## src/rtl/seq_detector_param.sv

```systemverilog
// seq_detector_param: serial pattern detector with a saturating match count.
// The next-state table is built from the KMP failure function when the design
// is elaborated, so the pattern is never stored at run time.
// Ports:
//   clk         - rising-edge clock
//   rst         - asynchronous active-high reset
//   clr         - synchronous clear, present only with SEQ_DET_CLR_EN
//   in_valid    - qualifies in_bit in this cycle
//   in_bit      - serial data bit; the pattern MSB arrives first
//   match       - one-cycle registered pulse when the pattern completes
//   match_count - number of matches since reset, saturating at its maximum
//   state_o     - length of the currently matched prefix
// Optional feature: define SEQ_DET_CLR_EN to add the clr port.
module seq_detector_param #(
  parameter int                PAT_W   = 4,
  parameter logic [PAT_W-1:0]  PATTERN = 4'b1011,
  parameter int                OVERLAP = 1,
  parameter int                COUNT_W = 8
) (
  input  logic                       clk,
  input  logic                       rst,
`ifdef SEQ_DET_CLR_EN
  input  logic                       clr,
`endif
  input  logic                       in_valid,
  input  logic                       in_bit,
  output logic                       match,
  output logic [COUNT_W-1:0]         match_count,
  output logic [$clog2(PAT_W+1)-1:0] state_o
);

  localparam int SW = $clog2(PAT_W + 1);
  localparam int NS = 2 ** SW;

  typedef logic [SW-1:0] state_t;

  localparam state_t              LAST = SW'(PAT_W - 1);
  localparam logic [COUNT_W-1:0]  CMAX = '1;

  if (PAT_W < 2 || PAT_W > 16) begin : g_bad_pat_w
    $error("seq_detector_param: PAT_W must be in 2..16");
  end
  if (COUNT_W < 1) begin : g_bad_count_w
    $error("seq_detector_param: COUNT_W must be at least 1");
  end

  // Next state from prefix length k after receiving b. The candidate string
  // is the first k pattern bits followed by b (p[0] is the newest bit). The
  // result is the longest suffix of it, shorter than PAT_W, that is also a
  // pattern prefix; on a full match this is the failure value f.
  function automatic int kmp_next(int k, int b);
    logic [16:0] p;
    int          jmax;
    int          res;
    logic        ok;
    logic        full;
    p = '0;
    p[0] = b[0];
    for (int i = 0; i < k; i++) begin
      p[k-i] = PATTERN[PAT_W-1-i];
    end
    full = (k == PAT_W - 1) && (b[0] == PATTERN[0]);
    jmax = (k + 1 < PAT_W) ? k + 1 : PAT_W - 1;
    res = 0;
    for (int j = 1; j <= jmax; j++) begin
      ok = 1'b1;
      for (int i = 0; i < j; i++) begin
        if (p[j-1-i] != PATTERN[PAT_W-1-i]) ok = 1'b0;
      end
      if (ok) res = j;
    end
    if (full && OVERLAP == 0) res = 0;
    return res;
  endfunction

  state_t tbl0 [NS];
  state_t tbl1 [NS];

  for (genvar k = 0; k < NS; k++) begin : g_tbl
    if (k < PAT_W) begin : g_live
      localparam int N0 = kmp_next(k, 0);
      localparam int N1 = kmp_next(k, 1);
      assign tbl0[k] = SW'(N0);
      assign tbl1[k] = SW'(N1);
    end else begin : g_dead
      assign tbl0[k] = '0;
      assign tbl1[k] = '0;
    end
  end

  state_t             state;
  state_t             state_n;
  logic               match_n;
  logic [COUNT_W-1:0] cnt;
  logic [COUNT_W-1:0] cnt_n;
  logic               clr_i;

`ifdef SEQ_DET_CLR_EN
  assign clr_i = clr;
`else
  assign clr_i = 1'b0;
`endif

  always_ff @(posedge clk or posedge rst) begin
    if (rst) begin
      state <= '0;
      match <= 1'b0;
      cnt   <= '0;
    end else begin
      state <= state_n;
      match <= match_n;
      cnt   <= cnt_n;
    end
  end

  always_comb begin
    state_n = state;
    match_n = 1'b0;
    cnt_n   = cnt;
    if (clr_i) begin
      state_n = '0;
      cnt_n   = '0;
    end else if (in_valid) begin
      state_n = in_bit ? tbl1[state] : tbl0[state];
      match_n = (state == LAST) && (in_bit == PATTERN[0]);
      if (match_n && cnt != CMAX) cnt_n = cnt + COUNT_W'(1);
    end
  end

  assign match_count = cnt;
  assign state_o     = state;

endmodule

```

## config.mk

```make
export PLATFORM = sky130hd
export DESIGN_NAME = seq_detector_param
export DESIGN_NICKNAME = d
export VERILOG_FILES = /design/src/rtl/seq_detector_param.sv
export SDC_FILE = /design/constraint.sdc
export NUM_CORES = 1
export LEC_CHECK = 0
export BUFFER_PORTS_ARGS = -buffer_cell sky130_fd_sc_hd__clkbuf_2
export CORE_AREA = 5 5 42 44
export DETAILED_ROUTE_END_ITERATION = 8
export DIE_AREA = 0 0 47 49
export GPL_ROUTABILITY_DRIVEN = 0
export PLACE_DENSITY_LB_ADDON = 0.25
export SETUP_SLACK_MARGIN = 0.1
export SYNTH_ARGS = -nofsm -noshare
export SYNTH_HDL_FRONTEND = slang
export SYNTH_SLANG_ARGS = --single-unit
```

## constraint.sdc

```tcl
create_clock -name clk -period 1.95 [get_ports clk]
set_clock_uncertainty 0.05 [all_clocks]
set_input_delay 0.585 -clock clk [delete_from_list [all_inputs] [get_ports clk]]
set_output_delay 0.585 -clock clk [all_outputs]
set_load 0.05 [all_outputs]
```

==> metrics.md <==
| Metric | Value |
|---|---|
| Core area | `0.00140 sq mm` |
| Post-synthesis simple-gate area fraction | `13.5%` |
| TNS Setup | `0 ns` |
| Mux contribution to synthesized area | `6.64%` |
| Area leader, netlist | `dfrtp_1` |
| # DRC | `0` |
| Port Buffer Count | `14` |
| Mean Syn Cell Area | `11.8 sq um` |
| CP Buf/Inv Count | `1` |
| CTS resizes | `0` |
| Fin. Hold Viols | `0` |
| Vias/cell | `5.15` |
| Die area | `0.00230 sq mm` |
| Synthesized area | `566 sq um` |
| Final Slew Violations | `0` |
| Root Buffer | `clkbuf_4` |
| Reg clk slew, reported paths | `0.08 ns` |
| Clock sink total | `11` |
| CTS tree | `done` |
| Setup slack, reg-to-reg | `0.37 ns` |
| Largest family of logic cells by synthesized area | `compound AO/OA/AOI/OAI gates` |
| Die H | `49 um` |
| Final-report setup violation count | `0` |
| CTS Hold Bufs | `0` |
| HPWL Detailed | `800 um` |
| Postcts setup bufs | `0` |
| Routed len/inst | `13.1 um` |
| Worst path slowest cell | `dfrtp_1` |
| R2r endpoint | `match_count[1]` |
| H-tree depth | `1` |
| Crit path largest cell delay | `0.48 ns` |
| Fill count | `141` |
| Nature of the critical path endpoint | `output port` |
| Layout area overhead | `18.8%` |
| Area of the multi-input gates | `256 sq um` |
| Routed length on met3 | `70 um` |
| Initial antenna violation count | `0` |
| RSZ-0062 raised after global routing | `no` |
| P_leak | `0.337 nW` |
| ANT cells | `0` |
| Critical path origin | `match_count[3]` |
| GRT overflow | `0` |
| Post-DP Area | `644 sq um` |
| Drt initial violations | `10` |
| Met2 wire length | `496 um` |
| Total chip power | `0.000715 W` |
| Worst min path class | `input pin to async pin` |
| Rows | `14` |
| Post-synthesis xor/xnor area fraction | `4.65%` |
| CP Max Fanout | `8` |
| CP top delay family | `flip-flops` |
| Critical path arrival | `1.07 ns` |
| CP Class | `flop to output port` |
| Routed via count | `417` |
| Deepest clock path buffer count | `2` |
| Routed length on met1 | `487 um` |
| Worst path required time | `1.31 ns` |
| GRT Util Overall | `10.1%` |
| Setup WS pre-CTS | `0.208 ns` |
| Post-Synth Adder-Cell Area | `2.21%` |
| Warnings from Yosys | `0` |
| Top cell type's share of synthesized area | `48.7%` |
| Total detailed-routing wirelength | `1060 um` |
| Starting density of the core | `40.4%` |
| Fmax | `585 MHz` |
| Initial DRT Pass Iterations | `4` |
| Die X | `47 um` |
| Pwr dens | `1060 mW/mm^2` |
| Mapped Nets | `53` |
| Seq. cell area | `275 sq um` |
| First-pass GRT wire length | `1700 um` |
| Final instance area | `672 sq um` |
| Skew-Pair Late Insertion Delay | `0.27 ns` |
| Vias in the first global route | `383` |
| Largest net degree at the start of global routing | `12` |
| Reg2reg path depth | `3` |
| Syn Inst Count | `48` |
| Ports | `16` |
| Critical Path Sink | `match_count[3]` |
| Final min period | `1.71 ns` |
| Final Cycle Share | `87.6%` |
| Fin Hold WS | `0.219 ns` |
| Worst setup margin | `0.242 ns` |
| CTS Buf Count | `3` |
| Top sig layer | `met4` |
| Flops & latches, synth | `11` |
| Max Cap Violations | `0` |
| Critical-path cell list | `clkbuf_2` |
| Final net count | `71` |
| Worst path depth | `1` |
| Final ANT Viol Nets | `0` |
| Distinct cell type count of the synthesized netlist | `26` |
| Seq/Total Area, Yosys | `48.7%` |
| Complex-gate fraction of the synthesized area | `17.7%` |
| Synth top area cells | `dfrtp_1 (49%), a2111oi_4 (4.9%), mux2_1 (4.0%)` |
| Status | `finished, final reports clean` |
| Worst R2R Start | `match_count[4]` |
| Layout cells sized above 1 | `35.4%` |
| VDD IR max | `0.728 mV` |
| Critical Path Source Type | `flop` |
==> synth_stat cells <==
master and number:
and4_1 1, a21o_1 1, xnor2_1 1, o2bb2ai_1 1
a211o_1 1, a211oi_1 1, conb_1 1, mux2_1 2
ha_1 1, nor4_1 2, nand2_1 5, o31ai_1 2
buf_6 1, xor2_1 2, nor3_1 1, inv_1 3
mux2_4 1, inv_2 1, a2111oi_4 1, a21oi_1 2
nand3_1 2, buf_4 1, a41o_1 1, o21ai_1 1
dfrtp_1 11, nand4_4 1
==> cell families (layout without fill, tap and decap cells) <==
kind of cell	Yosys count	count (layout)
compound gates	11	11
xor+xnor	3	3
fa+ha+maj	1	1
buf+inv	6	23
flops	11	11
mux	3	3
other cells	1	1
simple gates	12	12
==> placed cells by master (no fill, tap or decap), types with 2 or more instances in the layout <==
cell type  Yosys  final
nor4_1         2      2
nand3_1        2      2
clkbuf_2       0     14
xor2_1         2      2
o31ai_1        2      2
clkbuf_4       0      3
nand2_1        5      5
mux2_1         2      2
dfrtp_1       11     11
inv_1          3      3
a21oi_1        2      2
==> through the flow <==
| step | std cells | util [%] |
|---|---|---|
| after floorplan | 48 | - |
| after global placement | 77 | 46.0 |
| after detailed placement | 77 | 46.0 |
| after CTS | 81 | 47.9 |
| after global routing | 81 | 47.9 |
| final | 81 | 47.9 |
==> registers in the layout (all words and copies together), names as in the netlist <==
name,cells
match,1
match_count,8
state_o,2
==> layout make-up <==
type / instances / share of cell area [%]
Tap cell: 16 / 2.98
Clock buffer: 3 / 3.35
Inverter: 4 / 2.23
Sequential cell: 11 / 41.0
Multi-Input combinational cell: 31 / 38.2
Clock inverter: 1 / 0.745
Timing Repair Buffer: 15 / 11.5
==> where the power goes <==
part	leakage (nW)	switching (W)	total, W	internal (W)
Combinational	0.173	0.000184	0.000252	0.0000681
Sequential	0.146	0.0000434	0.000304	0.000261
Clock	0.0177	0.0000824	0.000158	0.0000760
==> how the worst min path moves through the flow <==
stage,startpoint,to,slack [ns],cells past startpoint
2_1_floorplan,rst,match,0.39,1
3_3_place_gp,match_count[5],match_count[5],0.45,1
6_report,rst,match,0.22,2
4_1_cts,rst,match,0.24,2
5_1_grt,rst,state_o[1],0.26,2
3_5_place_dp,match_count[6],match_count[6],0.47,1
==> per-layer routing <==
| layer | GRT usage (%) | vias up |
|---|---|---|
| met2 | 13.1 | 13 |
| met1 | 14.2 | 195 |
| met5 | 0 | - |
| li1 | - | 207 |
| met3 | 3.69 | 2 |
| met4 | 5.53 | 0 |
(Power assumes the default switching activity.)
